File: src/rtl/controle_irrigacao_if.sv
// Sensor and actuator bundle of the irrigation controller.
// The controller takes the slave side; the plant/bench takes master.
interface controle_irrigacao_if;
    logic       Us;
    logic       Ua;
    logic       T;
    logic       H;
    logic       M;
    logic       L;
    logic       Vs;
    logic       Bs;
    logic       Ve;
    logic       Al;
    logic       Cheio;
    logic       Medio;
    logic       Baixo;
    logic       Vazio;
    logic       Erro;
    logic [2:0] estado;

    modport master (
        output Us, Ua, T, H, M, L,
        input  Vs, Bs, Ve, Al,
        input  Cheio, Medio, Baixo, Vazio, Erro,
        input  estado
    );

    modport slave (
        input  Us, Ua, T, H, M, L,
        output Vs, Bs, Ve, Al,
        output Cheio, Medio, Baixo, Vazio, Erro,
        output estado
    );
endinterface

File: src/rtl/controle_irrigacao.sv
// Irrigation controller: sensor sync/debounce, tank level decode,
// drip/sprinkler scheduler with run limits and dead time, inlet valve.
module controle_irrigacao #(
    parameter int DEB_CYC = 4,
    parameter int MIN_ON  = 16,
    parameter int MAX_ON  = 255,
    parameter int GAP     = 2,
    parameter int CNT_W   = 8
) (
    input  logic          clk,
    input  logic          rst,
    controle_irrigacao_if.slave io
);
    localparam int DW   = $clog2(DEB_CYC + 1);
    localparam int I_US = 5;
    localparam int I_UA = 4;
    localparam int I_T  = 3;
    localparam int I_H  = 2;
    localparam int I_M  = 1;
    localparam int I_L  = 0;

    typedef enum logic [2:0] {
        OCIOSO   = 3'd0,
        GOTEJA   = 3'd1,
        ASPERSAO = 3'd2,
        PAUSA    = 3'd3,
        FALHA    = 3'd4
    } state_t;

    logic [5:0]    raw;
    logic [5:0]    sync1;
    logic [5:0]    sync2;
    logic [5:0]    deb;
    logic [DW-1:0] debCnt [6];

    logic cheio;
    logic medio;
    logic baixo;
    logic vazio;
    logic erro;
    logic usR;
    logic uaR;
    logic tR;

    logic reqG;
    logic reqA;
    logic ownReq;

    state_t           state;
    state_t           stateNxt;
    logic [CNT_W-1:0] tmr;
    logic [CNT_W-1:0] tmrNxt;
    logic             setTmo;
    logic             tmo;
    logic             veR;

    assign raw = {io.Us, io.Ua, io.T, io.H, io.M, io.L};

    always_ff @(posedge clk or posedge rst) begin
        if (rst) begin
            sync1 <= '0;
            sync2 <= '0;
        end else begin
            sync1 <= raw;
            sync2 <= sync1;
        end
    end

    // A change is accepted on the DEB_CYC-th consecutive differing sample
    always_ff @(posedge clk or posedge rst) begin
        if (rst) begin
            deb <= '0;
            for (int i = 0; i < 6; i++) debCnt[i] <= '0;
        end else begin
            for (int i = 0; i < 6; i++) begin
                if (sync2[i] == deb[i]) begin
                    debCnt[i] <= '0;
                end else if (debCnt[i] == DW'(DEB_CYC - 1)) begin
                    debCnt[i] <= '0;
                    deb[i]    <= sync2[i];
                end else begin
                    debCnt[i] <= debCnt[i] + 1'b1;
                end
            end
        end
    end

    // Weather sensors are staged alongside the level flags so that
    // every sensor sees the same latency into the scheduler.
    always_ff @(posedge clk or posedge rst) begin
        if (rst) begin
            cheio <= 1'b0;
            medio <= 1'b0;
            baixo <= 1'b0;
            vazio <= 1'b1;
            erro  <= 1'b0;
            usR   <= 1'b0;
            uaR   <= 1'b0;
            tR    <= 1'b0;
        end else begin
            cheio <= deb[I_H] & deb[I_M] & deb[I_L];
            medio <= ~deb[I_H] & deb[I_M] & deb[I_L];
            baixo <= ~deb[I_H] & ~deb[I_M] & deb[I_L];
            vazio <= ~deb[I_H] & ~deb[I_M] & ~deb[I_L];
            erro  <= (deb[I_M] & ~deb[I_L])
                   | (deb[I_H] & ~deb[I_M]);
            usR   <= deb[I_US];
            uaR   <= deb[I_UA];
            tR    <= deb[I_T];
        end
    end

    assign reqG = ~usR & uaR & ~erro & ~vazio
                & (tR | baixo);
    assign reqA = ~usR & ~erro & ~vazio
                & (~uaR | (~tR & medio));

    always_ff @(posedge clk or posedge rst) begin
        if (rst) begin
            state <= OCIOSO;
            tmr   <= '0;
        end else begin
            state <= stateNxt;
            tmr   <= tmrNxt;
        end
    end

    always_comb begin
        stateNxt = state;
        tmrNxt   = tmr;
        setTmo   = 1'b0;
        ownReq   = 1'b0;
        unique case (state)
            OCIOSO: begin
                if (erro)      stateNxt = FALHA;
                else if (reqG) stateNxt = GOTEJA;
                else if (reqA) stateNxt = ASPERSAO;
            end
            GOTEJA, ASPERSAO: begin
                tmrNxt = tmr + 1'b1;
                ownReq = (state == GOTEJA) ? reqG : reqA;
                if (erro) begin
                    stateNxt = FALHA;
                end else if (vazio) begin
                    stateNxt = PAUSA;
                end else if (tmr == CNT_W'(MAX_ON - 1)) begin
                    stateNxt = PAUSA;
                    setTmo   = 1'b1;
                end else if (!ownReq
                          && tmr >= CNT_W'(MIN_ON - 1)) begin
                    stateNxt = PAUSA;
                end
            end
            PAUSA: begin
                tmrNxt = tmr + 1'b1;
                if (tmr == CNT_W'(GAP - 1))
                    stateNxt = erro ? FALHA : OCIOSO;
            end
            FALHA: begin
                if (!erro) stateNxt = PAUSA;
            end
            default: stateNxt = OCIOSO;
        endcase
        // Every state entry restarts the shared run/gap timer
        if (stateNxt != state) tmrNxt = '0;
    end

    always_ff @(posedge clk or posedge rst) begin
        if (rst)         tmo <= 1'b0;
        else if (setTmo) tmo <= 1'b1;
        else if (deb[I_US]) tmo <= 1'b0;
    end

    // Clear wins over set; Medio falls through and holds
    always_ff @(posedge clk or posedge rst) begin
        if (rst)
            veR <= 1'b0;
        else if (cheio || erro || state == FALHA)
            veR <= 1'b0;
        else if (vazio || baixo)
            veR <= 1'b1;
    end

    assign io.Vs     = (state == GOTEJA);
    assign io.Bs     = (state == ASPERSAO);
    assign io.Ve     = veR;
    assign io.Al     = ~deb[I_M] | ~deb[I_L] | erro | tmo;
    assign io.Cheio  = cheio;
    assign io.Medio  = medio;
    assign io.Baixo  = baixo;
    assign io.Vazio  = vazio;
    assign io.Erro   = erro;
    assign io.estado = state;
endmodule

File: src/flat_wrapper.sv
// flat-port wrapper written by rule: the top's interface ports become plain ports
module controle_irrigacao_flat 
#(
    parameter int DEB_CYC = 4,
    parameter int MIN_ON  = 16,
    parameter int MAX_ON  = 255,
    parameter int GAP     = 2,
    parameter int CNT_W   = 8
)
  (clk, rst, io_Us, io_Ua, io_T, io_H, io_M, io_L, io_Vs, io_Bs, io_Ve, io_Al, io_Cheio, io_Medio, io_Baixo, io_Vazio, io_Erro, io_estado);
  controle_irrigacao_if io_i ();
  input  logic clk;
  input  logic rst;
  input wire logic [$bits(io_i.Us)-1:0] io_Us;
  input wire logic [$bits(io_i.Ua)-1:0] io_Ua;
  input wire logic [$bits(io_i.T)-1:0] io_T;
  input wire logic [$bits(io_i.H)-1:0] io_H;
  input wire logic [$bits(io_i.M)-1:0] io_M;
  input wire logic [$bits(io_i.L)-1:0] io_L;
  output wire logic [$bits(io_i.Vs)-1:0] io_Vs;
  output wire logic [$bits(io_i.Bs)-1:0] io_Bs;
  output wire logic [$bits(io_i.Ve)-1:0] io_Ve;
  output wire logic [$bits(io_i.Al)-1:0] io_Al;
  output wire logic [$bits(io_i.Cheio)-1:0] io_Cheio;
  output wire logic [$bits(io_i.Medio)-1:0] io_Medio;
  output wire logic [$bits(io_i.Baixo)-1:0] io_Baixo;
  output wire logic [$bits(io_i.Vazio)-1:0] io_Vazio;
  output wire logic [$bits(io_i.Erro)-1:0] io_Erro;
  output wire logic [$bits(io_i.estado)-1:0] io_estado;
  assign io_i.Us = io_Us;
  assign io_i.Ua = io_Ua;
  assign io_i.T = io_T;
  assign io_i.H = io_H;
  assign io_i.M = io_M;
  assign io_i.L = io_L;
  assign io_Vs = io_i.Vs;
  assign io_Bs = io_i.Bs;
  assign io_Ve = io_i.Ve;
  assign io_Al = io_i.Al;
  assign io_Cheio = io_i.Cheio;
  assign io_Medio = io_i.Medio;
  assign io_Baixo = io_i.Baixo;
  assign io_Vazio = io_i.Vazio;
  assign io_Erro = io_i.Erro;
  assign io_estado = io_i.estado;
  controle_irrigacao #(.DEB_CYC(DEB_CYC), .MIN_ON(MIN_ON), .MAX_ON(MAX_ON), .GAP(GAP), .CNT_W(CNT_W)) u_core (.clk(clk), .rst(rst), .io(io_i));
endmodule
File: config.mk
export PLATFORM = sky130hd
export DESIGN_NAME = controle_irrigacao_flat
export DESIGN_NICKNAME = d
export VERILOG_FILES = /design/src/rtl/controle_irrigacao_if.sv /design/src/rtl/controle_irrigacao.sv /design/src/flat_wrapper.sv
export SDC_FILE = /design/constraint.sdc
export NUM_CORES = 1
export LEC_CHECK = 0
export BUFFER_PORTS_ARGS = -buffer_cell sky130_fd_sc_hd__buf_2
export CORE_ASPECT_RATIO = 0.8
export CORE_MARGIN = 1.5
export CORE_UTILIZATION = 50
export CTS_CLUSTER_DIAMETER = 120
export DETAILED_ROUTE_END_ITERATION = 16
export PLACE_DENSITY = 0.69
export SLEW_MARGIN = 15
export SYNTH_ARGS = -nofsm -noshare
export SYNTH_HDL_FRONTEND = slang
export SYNTH_SLANG_ARGS = --single-unit
File: constraint.sdc
create_clock -name clk -period 5.48 [get_ports clk]
set_clock_uncertainty 0.1 [all_clocks]
set_input_delay 1.096 -clock clk [delete_from_list [all_inputs] [get_ports clk]]
set_output_delay 1.096 -clock clk [all_outputs]
set_load 0.05 [all_outputs]
==> results.md <==
- The slew at the pin closest to its max-slew limit is 939 ps.
- The clock sink count is 57.
- Hold repair after CTS inserted 0 buffers.
- TritonCTS built the clock tree.
- Summed over all layers, the global routing overflow is 0.
- The total count of max-transition violations in the final report is 0.
- The total leakage power is 1.26 nW.
- The worst setup path is launched from a flip-flop.
- Sequential elements use 59.1% of the synthesized area.
- The portion of synthesized cell area occupied by the leading cell type is 58.0%.
- The number of vias after detailed routing is 1537.
- The areal power density over the cells is 574 nW/um^2.
- The initial antenna violation count came to 0.
- The number of synthesis warnings is 0.
- After clock tree synthesis, the clock-pin slew on the worst setup and hold paths is 60 ps.
- The cell sitting at the root of the clock tree is a clkbuf_8.
- The area of the core is 4620 um^2.
- Across the run, the number of max-cap violations was 0.
- The die is 65.2 um tall.
- The number of buffers on the longest clock path is 2.
- Ranked by instance count, the synthesized netlist is headed by 56 x dfrtp_1, 18 x nor2_1, 11 x nor2b_1, 11 x nor3b_1.
- IR analysis of the VDD net gives a maximum drop of 0.331 mV.
- The mapped cell area is 2410 um^2.
- The layer flagged by global routing as most heavily used is met2.
- Before antenna repair, the detailed router went through 4 iterations.
- Data on the critical path arrives at its endpoint at 1800 ps.
- In this run, placement finished with an instance count of 267.
- The overall power consumption is 1.60 mW.
- The leading register cell type out of synthesis is dfrtp_1.
- The utilization after layout is 60.5%.
- The pin count of the biggest net entering global routing is 58.
- The tightest slew margin relative to the limit is 37.3%.
- The detailed-route DRC error count is 0.
- The number of enable-type register cells in the synthesized netlist is 0.
- The flow ran to the end, and the final reports show no timing, DRC or antenna violations.
- Routability-driven placement finished with a final weighted congestion of 0.778.
- The met2 layer usage reported by global route is 27.1%.
- The critical path required time is 4280 ps.
- The via count of the first global-routing pass is 1543.
- The fraction of layout instances using a drive strength above 1 is 24.2%.
- The worst setup path is of the flip-flop to output pin kind.
- Yosys instantiated no cell more often than dfrtp_1.
- The number of core rows is 22.
- The tightest hold path in the finished design has a slack of 250 ps.
- The H-tree was split into 3 levels.
- The clock latency of the later-clocked register in the worst-skew pair is 330 ps.
- The final antenna-violating net count is 0.
- The endpoint type of the worst setup path is an output pin.
- The highest attainable clock frequency is 334 MHz.
- Global routing consumed, on the met3 layer, 6.67% of the routing resources.
- Summed over all failing endpoints, the final setup total negative slack is 0 ps.
- The number of antenna repair diodes is 0.
- The area growth from synthesis to layout is 15.9%.
- The kind of path behind the tightest hold check is flip-flop to flip-flop.
- The clock period minus worst slack is 2990 ps.
- Dividing the detail-routed wire length by the instance count gives 13.8 um.
- The net count of the finished layout is 235.
- The detailed-route vias per instance is 5.43.
- The count of cells in the finished layout, fillers not included, comes to 283.
- Of all flip-flops after synthesis, the portion carrying an async set or reset was 100%.
- Post-CTS timing repair inserted 0 buffers for setup.
- The sum of net half-perimeters after detailed placement is 2720 um.
- The count of unique library cells instantiated by Yosys is 41.
- The number of top-level pins is 20.
- The initial core utilization is 52.2%.
- In the post-synthesis netlist, the biggest area contributors are dfrtp_1 58%, ha_1 4.7%, nor3b_1 3.4%, xnor2_1 3.3%, nor2b_1 2.8%.
- The total length of routed wires is 3900 um.
- The maximum fanout count along the critical path is 12.
- Counting every instance in the synthesized netlist gives 192.
- The number of buffers inserted by port buffering is 19.
- Global routing used 18.2% of the available tracks.
- Synthesis produced a netlist with a net count of 209.
- The area of the die is 5260 um^2.
- The flop and latch count out of synthesis is 57.
- The number of DRC violations after detailed-routing iteration 0 is 48.
- Setup repair after global routing left no endpoint under its margin.
- The die is 80.7 um wide.
- Dividing the final minimum period by the clock period gives 54.6%.
- The average footprint of a synthesized cell is 12.6 um^2.
- The count of endpoints failing hold in the final timing report is 0.
- dfrtp_1 takes more of the synthesized area than any other cell.
- For met1 alone, demand over resource in global routing was 23.0%.
- The global-route wire length before repair is 7000 um.
- The total setup violations reported at the end of the flow is 0.
- TritonCTS created 9 clock buffers.
- The number of gates resized after CTS was 0.
[worst paths after layout]
check | from | endpoint | slack, ps | cells past startpoint
max in group asynchronous | rst | u_core.tmr[1] | 3880 | 2
setup / recovery | u_core.io.estado[0] | io_Vs | 2490 | 3
hold reg to reg | u_core.sync1[2] | u_core.sync2[2] | 250 | 0
setup reg to reg | u_core.tmr[5] | u_core.tmr[6] | 3100 | 6
min in group asynchronous | rst | u_core.sync1[5] | 840 | 2
hold / removal | u_core.sync1[2] | u_core.sync2[2] | 250 | 0
[cell families after synthesis]
family,share of synthesized area [%]
adder cells (fa/ha/maj),4.66
AND/OR/NAND/NOR,16.4
AO/OA/AOI/OAI,10.7
XOR/XNOR,4.72
buffers and inverters,1.61
multiplexers,2.80
flip-flops,59.1
[power breakdown]
| group | internal [mW] | switching [mW] | total, mW |
|---|---|---|---|
| registers | 0.528 | 0.120 | 0.648 |
| clock network | 0.269 | 0.164 | 0.434 |
| logic | 0.205 | 0.317 | 0.522 |
| total | 1.00 | 0.601 | 1.60 |
[layout make-up]
cell class              count  area (um^2)
flip-flops and latches     57         1430
clock buffers              10          138
repair buffers             19         95.1
well taps                  60         75.1
inverters                   6         23.8
fillers                   368         1830
clock inverters             6         90.1
multi-input cells         125          948
[placed cells by master (no fill, tap or decap), types with 3 or more instances in the layout]
cell type and n:
a21oi_1 3, buf_2 19, clkbuf_8 10, dfrtp_1 56
ha_1 9, inv_1 5, mux2_2 6, nand2_1 6
nand2b_1 3, nand3_1 3, nand4_1 3, nor2_1 18
nor2b_1 11, nor3_1 8, nor3b_1 11, o21a_1 3
o22ai_1 3, xnor2_1 9, xor2_1 4
[worst max-delay path, cell delays in order, from the launching register on]
cell	delay, ps
dfrtp_1	570
or3b_2	530
inv_1	110
buf_2	270
[metal layers]
metal / up-vias / wire, um
met5: - / 0
met4: 0 / 105
met3: 11 / 253
met2: 48 / 1780
met1: 750 / 1760
li1: 728 / -
[sequential cells by signal, summed over array words and instances (netlist names)]
signal            flops
u_core.tmr            8
u_core.tmo            1
u_core.tR             1
u_core.io.Cheio       1
u_core.uaR            1
u_core.io.Erro        1
u_core.sync2          6
u_core.io.Medio       1
u_core.io.Vazio       1
u_core.usR            1
u_core.deb            6
u_core.io.estado      3
u_core.sync1          6
u_core.debCnt        18
u_core.io.Baixo       1
u_core.io.Ve          1
[per-stage QoR]
stage	setup slack, ps	area [um^2]
4_1_cts	2480	2800
6_report	2490	2800
2_1_floorplan	2470	2410
3_5_place_dp	2850	2570
3_3_place_gp	2910	2570
5_1_grt	2410	2800
Power figures use the tool's default switching activity.
